### config.mk
export PLATFORM = sky130hd
export DESIGN_NAME = vga_screen_mux
export DESIGN_NICKNAME = d
export VERILOG_FILES = /design/src/rtl/vga_screen_mux.sv
export SDC_FILE = /design/constraint.sdc
export NUM_CORES = 1
export LEC_CHECK = 0
export ABC_AREA = 1
export CORE_MARGIN = 10
export CORE_UTILIZATION = 34
export DETAILED_ROUTE_END_ITERATION = 12
export PLACE_DENSITY = 0.86
export SETUP_SLACK_MARGIN = 0.15
export SKIP_LAST_GASP = 1
export SLEW_MARGIN = 20
export SYNTH_ARGS = -nofsm -noshare
export SYNTH_HDL_FRONTEND = slang
export SYNTH_SLANG_ARGS = --single-unit
### constraint.sdc
create_clock -name clock -period 1.9 [get_ports clock]
set_input_delay 0.38 -clock clock [delete_from_list [all_inputs] [get_ports clock]]
set_output_delay 0.38 -clock clock [all_outputs]
set_load 0.01 [all_outputs]
### src/rtl/vga_screen_mux.sv
// ---------------------------------------------------------------------------
// vga_screen_mux
//
// Chooses one of N_SCREENS pixel sources and drives it to a VGA output
// stage. All sources share one timing generator, so only the colour is
// multiplexed. Screen changes take effect only at the start of vertical
// sync, which means a visible frame never mixes two sources. Optionally,
// GAP_FRAMES black frames are inserted between the old and the new screen.
//
// Parameters
//   N_SCREENS     number of sources (2..16)
//   COLOR_W       bits per colour channel
//   GAP_FRAMES    black frames inserted on each change (0 = direct switch)
//   VS_ACTIVE_LOW polarity of vs_in, VGA_HS and VGA_VS (1 = active low)
//
// Ports
//   clock          system clock; all logic runs on its rising edge
//   reset          synchronous, active-high reset
//   screen_req     per-screen enables; bit 0 has the highest priority
//   src_rgb        packed {R,G,B} per source, source i at [i*3*COLOR_W +: 3*COLOR_W]
//   hs_in, vs_in   shared sync inputs
//   blank_n_in     shared active-video flag (1 = visible pixel)
//   VGA_R/G/B      registered output colour
//   VGA_HS/VS      sync outputs, delayed one cycle to line up with the colour
//   VGA_BLANK_N    active-video flag, delayed one cycle
//   active_screen  index of the screen being shown; N_SCREENS (NONE) while black
//   switch_done    one-cycle pulse when a new active_screen value commits
// ---------------------------------------------------------------------------
module vga_screen_mux #(
   parameter int N_SCREENS     = 6,
   parameter int COLOR_W       = 8,
   parameter int GAP_FRAMES    = 1,
   parameter bit VS_ACTIVE_LOW = 1'b1,
   localparam int SEL_W        = $clog2(N_SCREENS + 1)
) (
   input  logic                           clock,
   input  logic                           reset,
   input  logic [N_SCREENS-1:0]           screen_req,
   input  logic [N_SCREENS*3*COLOR_W-1:0] src_rgb,
   input  logic                           hs_in,
   input  logic                           vs_in,
   input  logic                           blank_n_in,
   output logic [COLOR_W-1:0]             VGA_R,
   output logic [COLOR_W-1:0]             VGA_G,
   output logic [COLOR_W-1:0]             VGA_B,
   output logic                           VGA_HS,
   output logic                           VGA_VS,
   output logic                           VGA_BLANK_N,
   output logic [SEL_W-1:0]               active_screen,
   output logic                           switch_done
);

   localparam int                GAP_W     = 4;
   localparam logic [SEL_W-1:0]  NONE      = SEL_W'(N_SCREENS);
   // Level of a sync line when it is not asserted.
   localparam logic              SYNC_IDLE = VS_ACTIVE_LOW;

   typedef enum logic [1:0] {
      SHOW,
      WAIT_VS,
      GAP
   } state_t;

   state_t                  state;
   logic [GAP_W-1:0]        gap_cnt;
   logic                    vs_d;
   logic                    vs_start;
   logic [SEL_W-1:0]        target;
   logic [3*COLOR_W-1:0]    pix;

   // -------------------------------------------------------------------------
   // Priority encoder: lowest set request wins, NONE when nothing is requested.
   // Scanning from the top down lets the lowest index overwrite the others.
   // NOTE: every always_comb output gets a default first so no latch is inferred.
   // -------------------------------------------------------------------------
   always_comb begin
      target = NONE;
      for (int i = N_SCREENS - 1; i >= 0; i--) begin
         if (screen_req[i]) target = SEL_W'(i);
      end
   end

   // First cycle vs_in sits at its asserted level while the previous cycle did not.
   assign vs_start = (vs_in != SYNC_IDLE) && (vs_d == SYNC_IDLE);

   // -------------------------------------------------------------------------
   // Source select. Only indices below N_SCREENS are compared, so NONE (or any
   // other out-of-range code) selects nothing and yields black.
   // -------------------------------------------------------------------------
   always_comb begin
      pix = '0;
      for (int i = 0; i < N_SCREENS; i++) begin
         if (active_screen == SEL_W'(i)) pix = src_rgb[i*3*COLOR_W +: 3*COLOR_W];
      end
   end

   // -------------------------------------------------------------------------
   // Switch controller. A request seen in SHOW only arms WAIT_VS; the commit
   // always happens on a later vs_start, so a change never lands mid-frame.
   // NOTE: sequential state uses non-blocking assignments only, so every
   // register sees the pre-edge value of every other register.
   // -------------------------------------------------------------------------
   always_ff @(posedge clock) begin
      if (reset) begin
         state         <= SHOW;
         active_screen <= NONE;
         gap_cnt       <= '0;
         switch_done   <= 1'b0;
      end else begin
         switch_done <= 1'b0;
         case (state)
            SHOW: begin
               if (target != active_screen) state <= WAIT_VS;
            end

            WAIT_VS: begin
               if (vs_start) begin
                  if (target == active_screen) begin
                     // Request withdrawn before the frame boundary.
                     state <= SHOW;
                  end else if (GAP_FRAMES == 0) begin
                     active_screen <= target;
                     switch_done   <= 1'b1;
                     state         <= SHOW;
                  end else begin
                     active_screen <= NONE;
                     gap_cnt       <= GAP_W'(GAP_FRAMES);
                     state         <= GAP;
                  end
               end
            end

            GAP: begin
               if (vs_start) begin
                  gap_cnt <= gap_cnt - GAP_W'(1);
                  // Last black frame ends: commit whatever is requested now,
                  // even NONE, so the gap length never depends on the request.
                  if (gap_cnt == GAP_W'(1)) begin
                     active_screen <= target;
                     switch_done   <= 1'b1;
                     state         <= SHOW;
                  end
               end
            end

            default: state <= SHOW;
         endcase
      end
   end

   // -------------------------------------------------------------------------
   // Output pipeline: one register stage for colour and timing alike, so the
   // sync outputs stay aligned with the pixels they frame. Colour uses the
   // active_screen value held before this edge, so a commit shows on the next pixel.
   // -------------------------------------------------------------------------
   always_ff @(posedge clock) begin
      if (reset) begin
         vs_d        <= SYNC_IDLE;
         VGA_HS      <= SYNC_IDLE;
         VGA_VS      <= SYNC_IDLE;
         VGA_BLANK_N <= 1'b0;
         VGA_R       <= '0;
         VGA_G       <= '0;
         VGA_B       <= '0;
      end else begin
         vs_d        <= vs_in;
         VGA_HS      <= hs_in;
         VGA_VS      <= vs_in;
         VGA_BLANK_N <= blank_n_in;
         if (blank_n_in && (state != GAP)) begin
            {VGA_R, VGA_G, VGA_B} <= pix;
         end else begin
            {VGA_R, VGA_G, VGA_B} <= '0;
         end
      end
   end

endmodule

======== Word-level counts from Yosys, hierarchy flattened ========
Index checks and enable logic that the tools add are counted.
cells by class
  equal/unequal tests ..................... 16
  $add $sub $neg .......................... 1
  bitwise operators ....................... 4
  reductions and logical operators ........ 10
  multiplexer cells ....................... 28
operator list
  operator                                                            number
  24-bit two-way mux                                                  6
  3-bit two-way mux                                                   8
  2-bit two-way mux                                                   7
  4-bit two-way mux                                                   3
  2-bit != test, second input constant                                6
  4-bit one-hot mux with 2 select lines                               1
  4-bit AND reduction                                                 2
  3-bit by 2-bit == test with 1-bit output, second input constant     2
  3-bit == test, second input constant                                2
  2-bit one-hot mux with 3 select lines                               1
  3-bit one-hot mux with 2 select lines                               1
  5-bit AND reduction                                                 1
  4-bit by 1-bit == test with 1-bit output, second input constant     1
  1-bit inverter                                                      4
  4-bit by 1-bit subtractor with 4-bit output, second input constant  1
  3-bit by 1-bit == test with 1-bit output, second input constant     1
  3-bit == test                                                       1
  3-bit zero test                                                     1
  3-bit != test                                                       1
  3-bit OR reduction                                                  1
  2-bit by 1-bit == test with 1-bit output, second input constant     1
  2-bit == test, second input constant                                1
  1-bit logical AND                                                   2
  2-bit zero test                                                     1
  3 further kinds                                                     3
word-level totals
  logic and storage cells ................. 69
  bits in registers ....................... 37
  bits of input ports ..................... 155
  output and inout port bits .............. 31

======== Longest topological paths before layout ========
  depth after elaboration ................. 10
  mapped depth ............................ 14
  depth with buffers taken out ............ 14

======== Worst setup path before layout ========
Ideal clock, no wire load.
  path type ............................... register -> register
  start ................................... register active_screen[0]
  end ..................................... register VGA_B[0]
  buffers on the path ..................... 1
  required time ........................... 1.790 ns
  library setup time ...................... 0.110 ns
  cell stages (with the launch flop) ...... 9
  period minus slack after synthesis ...... 1.499 ns
  slack ................................... 0.401 ns
  arrival ................................. 1.390 ns
  cell sequence ........................... dfxtp_1 -> inv_2 -> nor3_2 -> inv_2 -> buf_6 -> o21ai_1 -> nand3_1 -> nand2_1 -> inv_1
on the way
  longest elaborated chain between the ends .. 7
  elaborated cells on any way between the ends .. 12
  classes of those cells .................. eq/ne (5); mux (6); reduce/logical (1)
RTL lines
  element                          line  RTL
  from (decl)                      49    output logic [SEL_W-1:0] active_screen,
  from (signal assigned)           122   active_screen <= target;
  from (signal assigned)           139   active_screen <= target;
  3-bit zero test                  93    if (active_screen == SEL_W'(i)) pix = src_rgb[i*3*COLOR_W +: 3*COLOR_W];
  24-bit two-way mux (5 in a row)  93
  24-bit two-way mux *             93
  to (signal assigned)             171   {VGA_R, VGA_G, VGA_B} <= pix;
  to (decl)                        45    output logic [COLOR_W-1:0] VGA_B,
Every way passes the cells marked *; elsewhere a longest branch is shown, timed or not.
A chain may end at the register's enable or synchronous reset.

======== Worst setup path after layout ========
  start ................................... register active_screen[2]
  end ..................................... output port active_screen[2]
No word-level cell between the ends.

==> metrics.md <==
| Metric | Value |
|---|---|
| Post-synth EDFFs | `0` |
| Max-cap violation count | `0` |
| Worst skew pair latency | `290 ps` |
| CP Capture Type | `output pin` |
| Flop2flop setup slack | `270 ps` |
| Vias in the first global route | `3428` |
| CP max-delay cell | `clkdlybuf4s50_1` |
| Unrepaired setup endpoints after global routing | `yes` |
| Layout filler cell count | `624` |
| Syn Nets | `563` |
| Initial antenna violation count | `0` |
| CP bufs+invs | `1` |
| Min Tclk post-route | `1730 ps` |
| Port Buffers | `185` |
| Hold Path Origin | `gap_cnt[1]` |
| Core area | `0.00718 mm²` |
| Critical path startpoint category | `flip-flop` |
| Area Growth Syn to Fin | `89.9%` |
| Die width | `105 µm` |
| RePlAce Congestion | `0.909` |
| R2R cell count | `9` |
| Pwr Total | `3.92 mW` |
| Total CTS buffers | `5` |
| P_leak | `2.08 nW` |
| Clock sink total | `37` |
| Die height | `105 µm` |
| Outcome | `finished, final reports clean` |
| Fraction of registers with async set or reset after synthesis | `0` |
| Synthesized flop and latch total | `37` |
| Worst Tran Pin Value | `607 ps` |
| Critical path fanouts, max | `8` |
| Worst vdd ir | `732 µV` |
| Area of the multi-input gates | `0.00151 mm²` |
| GR Util All Layers | `0.203` |
| GR Overflow Total | `0` |
| Synth warn | `0` |
| Register area | `749 µm²` |
| Worst hold margin | `475 ps` |
| Post-DP HPWL | `9530 µm` |
| Cell count after synthesis | `406` |
| Final Max Tran Viols | `0` |
| Most used DFF post-synth | `dfxtp_1` |
| Mean Syn Cell Area | `6.10 µm²` |
| Root buffer cell | `clkbuf_8` |
| Buffer depth of the longest clock path | `2` |
| Residual DRC | `0` |
| Max Clock Freq | `579 MHz` |
| Number of DRC markers in iteration 0 | `110` |
| Hold Crit Endpoint | `gap_cnt[1]` |
| Final wirelength | `12000 µm` |
| CP top delay family | `buffers and inverters` |
| Clk_skew | `4.97 ps` |
| Largest net degree at the start of global routing | `47` |
| Min-Delay Path Class | `reg2reg` |
| Vias | `3493` |
| Inserted Diodes | `0` |
| Worst Path Required | `1520 ps` |
| Share of layout cells above drive strength 1 | `0.0857` |
| Reg-to-reg startpoint | `state[1]` |
| Slew headroom | `0.594` |
| Drt first pass iters | `4` |
| CP Launch Point | `active_screen[2]` |
| Antenna Violating Nets Remaining | `0` |
| Crit Reg-Reg Endpoint | `state[1]` |
| Final Setup Violations | `0` |
| Post-synth cell types | `25` |
| Htree depth | `2` |
| Vias per Instance | `5.03` |
| CTS tree | `done` |
| Post-Syn Area | `0.00247 mm²` |
| Routed length per instance | `17.2 µm` |
| Site row count | `31` |
| Nets@finish | `751` |
| CP max stage delay | `600 ps` |
| Top Ports | `186` |
| Arr. time, crit path | `1350 ps` |
| First-pass GRT wire length | `18500 µm` |
| CP cell instances | `clkdlybuf4s50_1` |
| CTS clk-pin slew, worst paths | `80 ps` |
| Tcrit/Tclk final | `0.909` |
| Sequential share of the synthesized area | `0.299` |
| Final Hold Viols | `0` |
| Critical path class | `reg2out` |
| Full die area | `0.0111 mm²` |
| Hold depth | `2` |
| Pwr dens | `835 mW/mm²` |
| Starting density of the core | `0.345` |
==> synthesized netlist by cell type, types with 4 or more instances <==
library cell | count | share of area
dfxtp_1 | 37 | 0.30
inv_2 | 4 | 0.0061
inv_1 | 43 | 0.065
nand4_1 | 50 | 0.13
o21ai_1 | 23 | 0.047
nor2_1 | 11 | 0.017
nand3_1 | 37 | 0.075
a21oi_1 | 8 | 0.016
buf_6 | 4 | 0.018
clkbuf_1 | 7 | 0.011
buf_2 | 8 | 0.016
nand2_1 | 151 | 0.23
==> sequential cells by signal, summed over array words and instances, names as in the netlist <==
name / count
active_screen: 3
vs_d: 1
VGA_R: 8
VGA_HS: 1
switch_done: 1
VGA_G: 8
gap_cnt: 4
VGA_B: 8
VGA_BLANK_N: 1
state: 2
==> power breakdown <==
group | total (mW) | switching, mW | leakage (nW) | internal, mW
logic | 2.25 | 1.22 | 1.73 | 1.03
registers | 1.07 | 0.138 | 0.301 | 0.928
clock network | 0.611 | 0.283 | 0.0542 | 0.328
total | 3.92 | 1.64 | 2.08 | 2.29
==> final cells by class <==
type	instances	area share
Timing Repair Buffer	201	0.434
Multi-Input combinational cell	302	0.320
Clock inverter	1	0.00106
Inverter	47	0.0386
Sequential cell	37	0.159
Clock buffer	7	0.0205
Tap cell	99	0.0264
==> timing repair <==
| action | in CTS | in global routing |
|---|---|---|
| endpoints found under the setup margin | 27 | 32 |
| gates resized for setup | 8 | 14 |
| hold endpoints to repair | 0 | 0 |
| buffers inserted | 1 | 2 |
| pin swaps | 2 | 5 |
| gates cloned | 1 | 1 |
| hold buffers | 0 | 0 |
==> worst max-delay path by stage <==
stage,slack (ps),depth (start not counted),end
after floorplan,400,8,VGA_B[0]
after global placement,-8,10,active_screen[0]
after detailed placement,-100,9,gap_cnt[3]
after CTS,130,7,VGA_R[6]
after global routing,90,14,active_screen[2]
final,170,1,active_screen[2]
==> through the flow <==
stage | util | setup slack, ps | setup TNS (ps) | instances | cell area [µm²]
floorplan | - | 401 | 0 | 406 | 2470
global placement | 0.622 | -8.23 | -8.23 | 681 | 4470
detailed placement | 0.622 | -99.5 | -549 | 681 | 4470
CTS | 0.641 | 133 | 0 | 691 | 4600
global route | 0.655 | 88.7 | 0 | 694 | 4700
finish | 0.655 | 174 | 0 | 694 | 4700
==> cell usage in the layout (no fill, tap or decap) <==
cell type / instances
a21oi_1: 8
a31oi_1: 1
buf_12: 5
buf_4: 11
clkbuf_8: 7
clkdlybuf4s50_1: 182
clkinv_2: 1
dfxtp_1: 34
dfxtp_2: 1
dfxtp_4: 2
dlygate4sd2_1: 1
dlymetal6s2s_1: 2
ha_1: 2
inv_1: 43
inv_2: 3
inv_6: 1
nand2_1: 148
nand2_2: 3
nand3_1: 36
nand3_2: 1
nand4_1: 50
nor2_1: 9
nor2_2: 4
nor2_4: 2
nor3_1: 1
nor3_2: 1
nor3_4: 5
o21ai_0: 2
o21ai_1: 23
o21ai_2: 1
or2_2: 2
xnor2_1: 1
xor2_1: 1
xor2_2: 1
==> kinds of logic after synthesis <==
| kind of cell | share of synthesized area |
|---|---|
| xor gates and xnor gates | 0.0106 |
| DFF | 0.299 |
| AOI/OAI and AO/OA | 0.0713 |
| adders and majority gates | 0.0101 |
| buffers and inverters | 0.124 |
| and+or+nand+nor | 0.485 |
==> layer usage <==
metal,routed length (µm),track usage
met5,0,0
met4,298,0.0559
met3,1120,0.0676
met2,5940,0.356
met1,4600,0.231
(Power assumes the default switching activity.)
